--- config.mk ---
export PLATFORM = sky130hd
export DESIGN_NAME = mod_toggle_counter
export DESIGN_NICKNAME = d
export VERILOG_FILES = /design/src/rtl/mod_toggle_counter_pkg.sv /design/src/rtl/mod_toggle_counter_tff_cell.sv /design/src/rtl/mod_toggle_counter.sv
export SDC_FILE = /design/constraint.sdc
export NUM_CORES = 1
export LEC_CHECK = 0
export BUFFER_PORTS_ARGS = -buffer_cell sky130_fd_sc_hd__buf_2
export CORE_MARGIN = 10
export CORE_UTILIZATION = 45
export CTS_CLUSTER_DIAMETER = 50
export DETAILED_ROUTE_END_ITERATION = 6
export GPL_TIMING_DRIVEN = 0
export PLACE_DENSITY = 0.76
export SKIP_CTS_REPAIR_TIMING = 1
export SYNTH_ARGS = -nofsm -noshare
export SYNTH_HDL_FRONTEND = slang
export SYNTH_SLANG_ARGS = --single-unit
--- constraint.sdc ---
create_clock -name clk -period 2.3 [get_ports clk]
set_input_delay 0.345 -clock clk [delete_from_list [all_inputs] [get_ports clk]]
set_output_delay 0.345 -clock clk [all_outputs]
set_load 0.05 [all_outputs]
--- src/rtl/mod_toggle_counter_pkg.sv ---
// Shared mode encoding for the toggle-cell counter family.
package mod_toggle_counter_pkg;

  localparam int unsigned MODE_W = 2;

  typedef enum logic [MODE_W-1:0] {
    MODE_HOLD   = 2'b00,
    MODE_UP     = 2'b01,
    MODE_DOWN   = 2'b10,
    MODE_TOGGLE = 2'b11
  } mode_t;

endpackage : mod_toggle_counter_pkg

--- src/rtl/mod_toggle_counter_tff_cell.sv ---
// Single T flop with per-bit reset value and a synchronous load that beats toggle.
module tff_cell
  import mod_toggle_counter_pkg::*;
#(
  parameter logic RESET_BIT = 1'b0
) (
  input  logic clk,
  input  logic reset,
  input  logic load_i,
  input  logic d_load_i,
  input  logic t_i,
  output logic q_o
);

  logic q_q;
  logic q_d;

  // Next bit: load wins, otherwise toggle when t is set.
  always_comb begin
    q_d = q_q;
    if (load_i) begin
      q_d = d_load_i;
    end else if (t_i) begin
      q_d = ~q_q;
    end
  end

  // Bit storage with asynchronous reset to its own reset value.
  always_ff @(posedge clk or posedge reset) begin
    if (reset) begin
      q_q <= RESET_BIT;
    end else begin
      q_q <= q_d;
    end
  end

  assign q_o = q_q;

endmodule : tff_cell

--- src/rtl/mod_toggle_counter.sv ---
// Modulo up/down counter or raw toggle bank built from WIDTH toggle cells,
// with parallel load, terminal count, wrap pulse and sticky wrap flag.
module mod_toggle_counter
  import mod_toggle_counter_pkg::*;
#(
  parameter int unsigned WIDTH       = 8,
  parameter int unsigned MODULUS     = 2 ** WIDTH,
  parameter int unsigned RESET_VALUE = 0
) (
  input  logic             clk,
  input  logic             reset,
  input  logic             en_i,
  input  logic [1:0]       mode_i,
  input  logic [WIDTH-1:0] t_vec_i,
  input  logic             load_i,
  input  logic [WIDTH-1:0] load_val_i,
  input  logic             clr_sticky_i,
  output logic [WIDTH-1:0] q_o,
  output logic             tc_o,
  output logic             wrap_o,
  output logic             wrap_sticky_o
);

  localparam logic [WIDTH-1:0] MAX_Q = WIDTH'(MODULUS - 1);
  localparam logic [WIDTH-1:0] RST_Q = WIDTH'(RESET_VALUE);

  logic [WIDTH-1:0] cnt_q;
  logic [WIDTH-1:0] cnt_next_c;
  logic [WIDTH-1:0] toggle_c;
  logic [WIDTH-1:0] load_clamp_c;
  logic             up_end_c;
  logic             dn_end_c;
  logic             is_up_c;
  logic             is_dn_c;
  logic             wrap_event_c;
  logic             wrap_q;
  logic             wrap_d;
  logic             sticky_q;
  logic             sticky_d;

  // Mode decode and end-of-range detection; out-of-range q counts as the top end.
  always_comb begin
    is_up_c  = (mode_i == MODE_UP);
    is_dn_c  = (mode_i == MODE_DOWN);
    up_end_c = (cnt_q >= MAX_Q);
    dn_end_c = (cnt_q == '0);
  end

  // Counter value the arithmetic modes would produce on an enabled edge.
  always_comb begin
    cnt_next_c = cnt_q;
    case (mode_i)
      MODE_UP:     cnt_next_c = up_end_c ? '0 : cnt_q + WIDTH'(1);
      MODE_DOWN:   cnt_next_c = dn_end_c ? MAX_Q : cnt_q - WIDTH'(1);
      MODE_TOGGLE: cnt_next_c = cnt_q ^ t_vec_i;
      default:     cnt_next_c = cnt_q;
    endcase
  end

  // Per-bit toggle enables: raw t_vec in TOGGLE, otherwise the bits that change.
  always_comb begin
    toggle_c = '0;
    if (en_i) begin
      if (mode_i == MODE_TOGGLE) begin
        toggle_c = t_vec_i;
      end else begin
        toggle_c = cnt_next_c ^ cnt_q;
      end
    end
  end

  // Load value clamped into the counting range.
  always_comb begin
    load_clamp_c = load_val_i;
    if (load_val_i > MAX_Q) begin
      load_clamp_c = MAX_Q;
    end
  end

  // Terminal count and the wrap event actually taken on this edge.
  always_comb begin
    tc_o         = en_i & ~load_i & ((is_up_c & up_end_c) | (is_dn_c & dn_end_c));
    wrap_event_c = tc_o;
  end

  genvar gi;
  generate
    for (gi = 0; gi < WIDTH; gi++) begin : g_cell
      tff_cell #(
        .RESET_BIT (RST_Q[gi])
      ) u_cell (
        .clk      (clk),
        .reset    (reset),
        .load_i   (load_i),
        .d_load_i (load_clamp_c[gi]),
        .t_i      (toggle_c[gi]),
        .q_o      (cnt_q[gi])
      );
    end
  endgenerate

  // Wrap pulse and sticky flag next state; a set beats a coincident clear.
  always_comb begin
    wrap_d   = wrap_event_c;
    sticky_d = (sticky_q & ~clr_sticky_i) | wrap_event_c;
  end

  // Wrap status registers.
  always_ff @(posedge clk or posedge reset) begin
    if (reset) begin
      wrap_q   <= 1'b0;
      sticky_q <= 1'b0;
    end else begin
      wrap_q   <= wrap_d;
      sticky_q <= sticky_d;
    end
  end

  assign q_o           = cnt_q;
  assign wrap_o        = wrap_q;
  assign wrap_sticky_o = sticky_q;

endmodule : mod_toggle_counter

==> run metrics <==
Post-DP HPWL 2790 um; setup violators final 0; Post-Syn Area 1110 sq um; grt total ovfl 0; Worst Tran Pin Value around 580 ps; Post-synth ARST share 100%; DRC violations left 0; vias in the first global route 1258; antenna violations before repair 0; Peak VDD IR 0.341 mV; Core Region 2280 sq um; Post-Place Setup Slack 40.0 ps; Fin Hold WS ~58 ps; FF+latch count, synth 10; total clock buffers created by CTS 3; Final ANT Viol Nets 0; outcome finished clean; clock sinks 10; Max Fclk 450 MHz; die footprint slightly below 5000 sq um; CTS tree yes; first-pass GRT wire length 5770 um; Clock Tree Buf Depth 2; Hold Path Class input port to asynchronous set/reset pin; final count of pins violating max slew 0; Fin. Hold Viols 0; wire per inst 16.8 um; Placed Cells 209; met2 usage about a quarter; IO buf count 33; CP Max Fanout 6; WP data required 1960 ps; Worst Setup SP g_cell[6].u_cell.q_o$_DFFE_PP0P_; Die X 69.7 um; area grow syn2layout 27.6%; Setup Skew 8.42 ps; Fillers 226; Vias per Instance 5.91; Final Non-Filler Cells approximately 220; maximum number of pins on one net before global-route repair 11; worst skew pair latency 260 ps; type of destination of the critical path primary output; total track usage 13.8%; layout cells sized above 1 around two fifths; Initial Util between 40 and 50%; Rows 17; WL final 3620 um; max cap viols 0; EDFF count, synth 0; Tcrit/Tclk final 96.6%; Die Ht about 70 um; Clock Pin Slew Worst Setup and Hold Paths 70 ps; Syn Area/Cell 7.52 sq um; 1st-pass router iterations 4; Synth Net Count 173; # IOs 34; Seq/Total Area, Yosys 22.5%; RSZ-0062 raised after global routing no; gr busiest metal met2; Cell Pwr Density 494 nW/um^2; CTS root buf clkbuf_4; Inserted Diodes 0; Setup crit start kind register; Pleak approximately 0.67 nW; met1 usage between 15 and 20%; Yosys Warn Count 0; met3 usage ~4%; Layout Nets about 220; Vias 1277; drt initial violations 61; worst setup margin 78.7 ps; Final Critical Period between 2000 and 2500 ps; gpl congestion 0.980; Slew HR 60.9%; post-synth cell types 50; H-tree levels 1; worst r2r src g_cell[1].u_cell.q_o$_DFFE_PP0P_; Most used DFF post-synth dfrtp_1; critical path type register to primary output; crit path DAT around 1900 ps; Post-Synthesis Cells 148
[report_power, final]
group	switching, mW	internal [mW]
sequential	0.0306	0.195
combinational	0.212	0.142
clock	0.0605	0.0604
total	0.304	0.398
[synthesized netlist by cell type (2+ instances only)]
library cell  count  area [sq um]
mux2i_1           2          20.0
a211oi_1          2          15.0
nor3_1            5          25.0
inv_1             8          30.0
nand2_1          11          41.3
nand2b_1          2          12.5
nor4b_1           2          17.5
nand3_1           8          40.0
dfrtp_1          10           250
o21a_1            3          22.5
o21ai_0          14          70.1
or3_1             2          12.5
buf_2             2          10.0
o22ai_1           2          12.5
nand4_1           2          12.5
o211a_1           3          30.0
buf_4             8          60.1
and3_1            4          25.0
nor2_1           10          37.5
nor4_1            2          12.5
a31oi_1           2          12.5
clkbuf_1          6          22.5
a21oi_1           7          35.0
nor2b_1           3          18.8
a221oi_2          2          30.0
ha_1              2          25.0
[path summary, 6_finish.rpt]
kind	slack (ps)	endpoint	cells after the start
setup / recovery	80	tc_o	5
hold / removal	60	g_cell[7].u_cell.q_o$_DFFE_PP0P_	2
setup reg to reg	200	g_cell[0].u_cell.q_o$_DFFE_PP0P_	7
hold reg to reg	540	wrap_sticky_o$_DFF_PP0_	2
max in group asynchronous	1910	g_cell[1].u_cell.q_o$_DFFE_PP0P_	2
min in group clk	270	wrap_sticky_o$_DFF_PP0_	2
[cells in the final DEF (no fill, tap or decap), types with 3 or more instances in the layout]
master,count
nor3_1,4
buf_2,34
o21ai_0,14
buf_4,13
o211a_1,3
nand2_1,11
inv_1,6
nand3_1,8
dfrtp_2,3
nor2b_1,3
o21a_1,3
clkbuf_1,4
a21oi_1,6
dfrtp_1,7
nor2_1,8
clkbuf_4,3
and3_1,4
[logic make-up (layout without fill, tap and decap cells)]
kind of cell | count (synthesis) | after routing | share of synthesized area, %
compound gates | 47 | 47 | 29.7
xor+xnor | 1 | 1 | 0.787
fa+ha+maj | 2 | 2 | 2.25
buf+inv | 26 | 66 | 12.4
flops | 10 | 10 | 22.5
mux | 3 | 3 | 2.81
simple gates | 59 | 59 | 29.7
[per-layer routing]
layer / share of wire [%] / wire length, um / up-vias
met5: 0 / 0 / -
met1: 44 / 1580 / 602
met4: 0.75 / 27 / 0
met3: 6.4 / 231 / 4
met2: 49 / 1780 / 44
li1: - / - / 627
[final cells by class]
| class | count | area, sq um | share of cell area, % |
|---|---|---|---|
| Buffer | 17 | 105 | 7.39 |
| Tap cell | 28 | 35.0 | 2.46 |
| Inverter | 8 | 30.0 | 2.11 |
| Multi-Input combinational cell | 112 | 766 | 53.9 |
| Timing Repair Buffer | 38 | 209 | 14.7 |
| Sequential cell | 10 | 254 | 17.9 |
| Clock buffer | 3 | 22.5 | 1.58 |
[metrics by stage]
stage / total power, mW / utilization (%) / setup TNS [ps] / cell area (sq um)
floorplan: 0.463 / - / 0 / 1120
global placement: 0.543 / 57.8 / 0 / 1320
detailed placement: 0.549 / 57.8 / 0 / 1320
CTS: 0.675 / 58.8 / -262 / 1340
global route: 0.752 / 62.5 / 0 / 1420
finish: 0.702 / 62.5 / 0 / 1420
[critical path: stages (launching register included)]
cell,delay (ps)
dfrtp_2,450
or4_4,600
nor3_4,180
a21oi_2,60
nor2_2,150
buf_6,170
[sequential cells by signal (all words and copies together) (netlist names)]
| register | count |
|---|---|
| g_cell.u_cell.q_o | 8 |
| wrap_o | 1 |
| wrap_sticky_o | 1 |
(Power assumes the default switching activity.)
